===== config.mk =====
export PLATFORM = sky130hd
export DESIGN_NAME = sa_skid_pipe
export DESIGN_NICKNAME = d
export VERILOG_FILES = /design/src/rtl/sa_skid_pkg.sv /design/src/rtl/sa_sat_cnt.sv /design/src/rtl/sa_skid_pipe.sv
export SDC_FILE = /design/constraint.sdc
export NUM_CORES = 1
export LEC_CHECK = 0
export ABC_AREA = 1
export CAP_MARGIN = 20
export CELL_PAD_IN_SITES_DETAIL_PLACEMENT = 1
export CELL_PAD_IN_SITES_GLOBAL_PLACEMENT = 2
export CORE_MARGIN = 2
export CORE_UTILIZATION = 27
export DETAILED_ROUTE_END_ITERATION = 10
export GPL_ROUTABILITY_DRIVEN = 0
export PLACE_DENSITY = 0.89
export RECOVER_POWER = 100
export SYNTH_ARGS = -nofsm -noshare
export SYNTH_HDL_FRONTEND = slang
export SYNTH_HIERARCHICAL = 1
export SYNTH_SLANG_ARGS = --single-unit

===== constraint.sdc =====
create_clock -name nvdla_core_clk -period 1.8 [get_ports nvdla_core_clk]
set_clock_uncertainty 0.05 [all_clocks]
set_input_delay 0.54 -clock nvdla_core_clk [delete_from_list [all_inputs] [get_ports nvdla_core_clk]]
set_output_delay 0.54 -clock nvdla_core_clk [all_outputs]
set_load 0.02 [all_outputs]

===== src/rtl/sa_skid_pkg.sv =====
// Shared types and constants for the sa_skid_pipe valid/ready skid stage.
// The optional stall counter is enabled with SA_SKID_STALL_CNT_EN.
package sa_skid_pkg;

  // state | meaning
  // EMPTY | no word held, out_valid low
  // ONE   | main register holds the head word
  // TWO   | main holds head, skid holds the word behind it, in_ready low
  typedef enum logic [1:0] {
    EMPTY = 2'd0,
    ONE   = 2'd1,
    TWO   = 2'd2
  } skid_state_e;

  localparam int   SA_SKID_CNT_W   = 16;
  localparam logic SA_SKID_RST_BIT = 1'b0;

endpackage


===== src/rtl/sa_sat_cnt.sv =====
// Saturating up-counter with synchronous clear; clear wins over increment.
module sa_sat_cnt #(
  parameter int W = 16
) (
  input  logic         clk,
  input  logic         rst,
  input  logic         inc,
  input  logic         clr,
  output logic [W-1:0] cnt
);

  localparam logic [W-1:0] ONE_STEP = {{(W-1){1'b0}}, 1'b1};

  always_ff @(posedge clk) begin
    if (rst || clr) begin
      cnt <= '0;
    end else if (inc && (cnt != {W{1'b1}})) begin
      cnt <= cnt + ONE_STEP;
    end
  end

endmodule


===== src/rtl/sa_skid_pipe.sv =====
// Registered valid/ready stage with a two-entry skid buffer.
// Define SA_SKID_STALL_CNT_EN to add the stall_clr/stall_cnt stall counter.
module sa_skid_pipe
  import sa_skid_pkg::*;
#(
  parameter int WIDTH = 32
) (
  input  logic                     nvdla_core_clk,
  input  logic                     nvdla_core_rst,
  input  logic                     in_valid,
  output logic                     in_ready,
  input  logic [WIDTH-1:0]         in_data,
  output logic                     out_valid,
  input  logic                     out_ready,
`ifdef SA_SKID_STALL_CNT_EN
  input  logic                     stall_clr,
  output logic [SA_SKID_CNT_W-1:0] stall_cnt,
`endif
  output logic [WIDTH-1:0]         out_data
);

  localparam logic [WIDTH-1:0] RST_DATA = {WIDTH{SA_SKID_RST_BIT}};

  skid_state_e      state_q, state_d;
  logic [WIDTH-1:0] main_q, skid_q;
  logic             accept, emit;
  logic             load_main_in, load_main_skid, load_skid;

  assign accept = in_valid & in_ready;
  assign emit   = out_valid & out_ready;

  always_ff @(posedge nvdla_core_clk) begin
    if (nvdla_core_rst) begin
      state_q <= EMPTY;
    end else begin
      state_q <= state_d;
    end
  end

  always_comb begin
    state_d        = state_q;
    load_main_in   = 1'b0;
    load_main_skid = 1'b0;
    load_skid      = 1'b0;
    case (state_q)
      EMPTY: begin
        if (accept) begin
          state_d      = ONE;
          load_main_in = 1'b1;
        end
      end
      ONE: begin
        if (accept && emit) begin
          load_main_in = 1'b1;
        end else if (accept) begin
          state_d   = TWO;
          load_skid = 1'b1;
        end else if (emit) begin
          state_d = EMPTY;
        end
      end
      TWO: begin
        if (emit) begin
          state_d        = ONE;
          load_main_skid = 1'b1;
        end
      end
      default: state_d = EMPTY;
    endcase
  end

  // Handshake outputs decode the state flops only; out_ready never reaches in_ready.
  always_comb begin
    out_valid = (state_q != EMPTY);
    in_ready  = (state_q != TWO) & ~nvdla_core_rst;
  end

  always_ff @(posedge nvdla_core_clk) begin
    if (nvdla_core_rst) begin
      main_q <= RST_DATA;
      skid_q <= RST_DATA;
    end else begin
      if (load_main_in) begin
        main_q <= in_data;
      end else if (load_main_skid) begin
        main_q <= skid_q;
      end
      if (load_skid) begin
        skid_q <= in_data;
      end
    end
  end

  assign out_data = main_q;

`ifdef SA_SKID_STALL_CNT_EN
  sa_sat_cnt #(
    .W (SA_SKID_CNT_W)
  ) u_stall_cnt (
    .clk (nvdla_core_clk),
    .rst (nvdla_core_rst),
    .inc (out_valid & ~out_ready),
    .clr (stall_clr),
    .cnt (stall_cnt)
  );
`endif

endmodule

==> flow_metrics.env <==
export IMPL_drive_gt1_share_pct=10.94
export IMPL_min_path_type="flop to flop"
export IMPL_die_area_mm2=0.01216
export IMPL_min_from="out_data[27]$_SDFFE_PP0P_"
export IMPL_ios=70
export IMPL_hold_path_end="out_data[27]$_SDFFE_PP0P_"
export IMPL_overflow=0
export IMPL_dp_hpwl_um=6489
export IMPL_cts_sinks=66
export IMPL_holdPathStages=2
export IMPL_drtIter0Drc=79
export IMPL_holdWs_ns=0.4297
export IMPL_grt_pass1_vias=3199
export IMPL_layout_nets=553
export IMPL_power_density_mw_per_mm2=908.0
export IMPL_drv_slew=0
export IMPL_dr_total_vias=3083
export IMPL_cts_made_buffers=9
export IMPL_worst_slew_pin_slew_ns=0.4006
export IMPL_cp_max_fo=22
export IMPL_start_util_pct=27.89
export IMPL_maxSlewHeadroom_pct=73.29
export IMPL_cts_path_max_buffers=2
export IMPL_cts_setup_buffers=0
export IMPL_finalNonFillerCells=662
export IMPL_r2r_slack_ns=0.29
export IMPL_syn_avg_cell_area_um2=6.917
export IMPL_start_kind="primary input"
export IMPL_route_antenna_remaining_nets=0
export IMPL_fin_ws_ns=0.06625
export IMPL_min_period_ns=1.734
export IMPL_antenna_found_initial=1
export IMPL_synth_cell_type_count=23
export IMPL_tns_ns=0
export IMPL_dp_cells=646
export IMPL_reg2reg_from="state_q[0]$_SDFFE_PP0P_"
export IMPL_syn_inst=441
export IMPL_grt_max_degree=35
export IMPL_areaGrowthSynthToFinish_pct=39.21
export IMPL_clk_pin_slew_ns=0.05
export IMPL_rows=38
export IMPL_finalPower_uw=3856
export IMPL_cts_root_buffer="clkbuf_16"
export IMPL_min_period_over_period_pct=96.32
export IMPL_drv_cap=0
export IMPL_status="completed"
export IMPL_ys_seq_area_share_pct=43.31
export IMPL_core_mm2=0.01094
export IMPL_ir_drop_mv=0.4438
export IMPL_fp_dieH_um=110.3
export IMPL_insertion_delay_ns=0.33
export IMPL_critPathArrivalTime_ns=1.90
export IMPL_wl_um=9449
export IMPL_port_buffers=69
export IMPL_post_drt_wl_per_cell_um=14.27
export IMPL_syn_cell_area_mm2=0.003050
export IMPL_worst_setup_path_end_kind="flop"
export IMPL_vias_per_cell=4.657
export IMPL_syn_num_nets=477
export IMPL_ys_ff_latch=66
export IMPL_grtUsageTotal_pct=16.42
export IMPL_htree_num_levels=3
export IMPL_hold_violations=0
export IMPL_r2r_cells=9
export IMPL_die_x_um=110.3
export IMPL_worstSetupPathType="primary input to flop"
export IMPL_reg2reg_to="out_data[4]$_SDFFE_PP0P_"
export IMPL_dr_pass1_iters=5
export IMPL_cts_tree="done"
export IMPL_max_freq_mhz=576.8
export IMPL_p_leak_uw=0.001934
export IMPL_crit_required_ns=1.96
export IMPL_post_place_ws_ns=-0.2704
export IMPL_synth_warnings=6
export IMPL_setup_viol=0
export IMPL_drc=0
export IMPL_grt_pass1_wl_um=15420
## metrics by stage
step                cell area, um^2  utilization, %
floorplan                      3050               -
global placement               3991           36.50
detailed placement             3991           36.50
CTS                            4253           38.89
global route                   4247           38.83
finish                         4247           38.83
## power breakdown
| group | leakage [uW] | switching (uW) | internal, uW |
|---|---|---|---|
| Sequential | 0.000539 | 31.7 | 1530 |
| Combinational | 0.00124 | 285 | 216 |
| Clock | 0.000152 | 622 | 1180 |
## cell usage after synthesis, drive strengths merged
cell	instances	share of area, %
a211oi	1	0.25
nand3	33	5.8
dfxtp	66	43
clkbuf	11	1.5
nor2	69	9.1
a21oi	33	5.4
o21ai	65	11
nand2	100	13
nand4	2	0.62
buf	20	5.0
inv	41	5.2
## area by class of cell
| type | count | area, um^2 |
|---|---|---|
| clock buffer | 13 | 270.3 |
| sequential | 66 | 1323 |
| antenna | 1 | 2.502 |
| tap | 140 | 175.2 |
| fill | 1416 | 6689 |
| multi-input combinational | 303 | 1378 |
| inverter | 41 | 158.9 |
| timing repair buffer | 96 | 904.6 |
| clock inverter | 2 | 35.03 |
## worst max-delay path by stage
stage                                    end                    start  slack [ns]  cells after the start
detailed placement  out_data[4]$_SDFFE_PP0P_                out_ready       -0.27                      7
finish                skid_q[1]$_SDFFE_PP0P_                 in_valid        0.07                      7
global route          skid_q[2]$_SDFFE_PP0P_           nvdla_core_rst      -0.009                      9
floorplan                           in_ready           nvdla_core_rst        0.28                      4
CTS                                out_valid  state_q[1]$_SDFFE_PP0P_        0.03                      3
global placement                    in_ready           nvdla_core_rst       -0.26                      5
## logic make-up (layout without fill, tap and decap cells)
| group | Yosys count | in the layout | synth area share (%) |
|---|---|---|---|
| other | 0 | 1 | 0 |
| DFF | 66 | 66 | 43.31 |
| and+or+nand+nor | 204 | 204 | 28.30 |
| AOI/OAI and AO/OA | 99 | 99 | 16.69 |
| buffers and inverters | 72 | 152 | 11.69 |
## cell usage in the layout (no fill, tap or decap)
master and instances:
clkdlybuf4s15_2 1, nand4_2 1, clkdlybuf4s50_1 33, bufinv_16 1
nand3_1 32, o21ai_0 56, a211oi_1 1, dlymetal6s2s_1 1
buf_2 2, o21ai_1 8, o21ai_4 1, dlygate4sd2_1 32
clkinv_2 1, nor2_1 66, inv_1 37, inv_2 3
nand3_4 1, clkbuf_1 1, buf_6 2, dfxtp_1 65
diode_2 1, dfxtp_2 1, clkbuf_16 9, a21oi_1 33
buf_12 4, buf_4 21, nand2_1 98, nor2_4 3
nand4_1 1, inv_6 1, clkbuf_8 3, nand2_4 2
## state kept, by name, summed over array words and instances, names as in the netlist
name / count
out_data: 32
skid_q: 32
state_q: 2
## per-layer routing
metal	global-route usage, %	up-vias	part of all wire (%)	wire (um)
li1	-	1556	-	-
met1	19.60	1471	45	4244
met2	29.27	47	50	4740
met3	3.233	9	3.6	340
met4	5.625	0	1.3	123
met5	0	-	0	0
## worst max-delay path, stage by stage
cell and delay [ns]:
clkdlybuf4s50_1 0.56, nand4_2 0.18, nor2_4 0.17, inv_1 0.08
buf_6 0.18, nor2_1 0.12, nor2_1 0.06
## what timing repair did
action / in CTS / in global routing
hold buffers: 0 / 0
resized for setup: 39 / 3
endpoints found under the setup margin: 34 / 29
cloned: 0 / 0
Power figures use the tool's default switching activity.
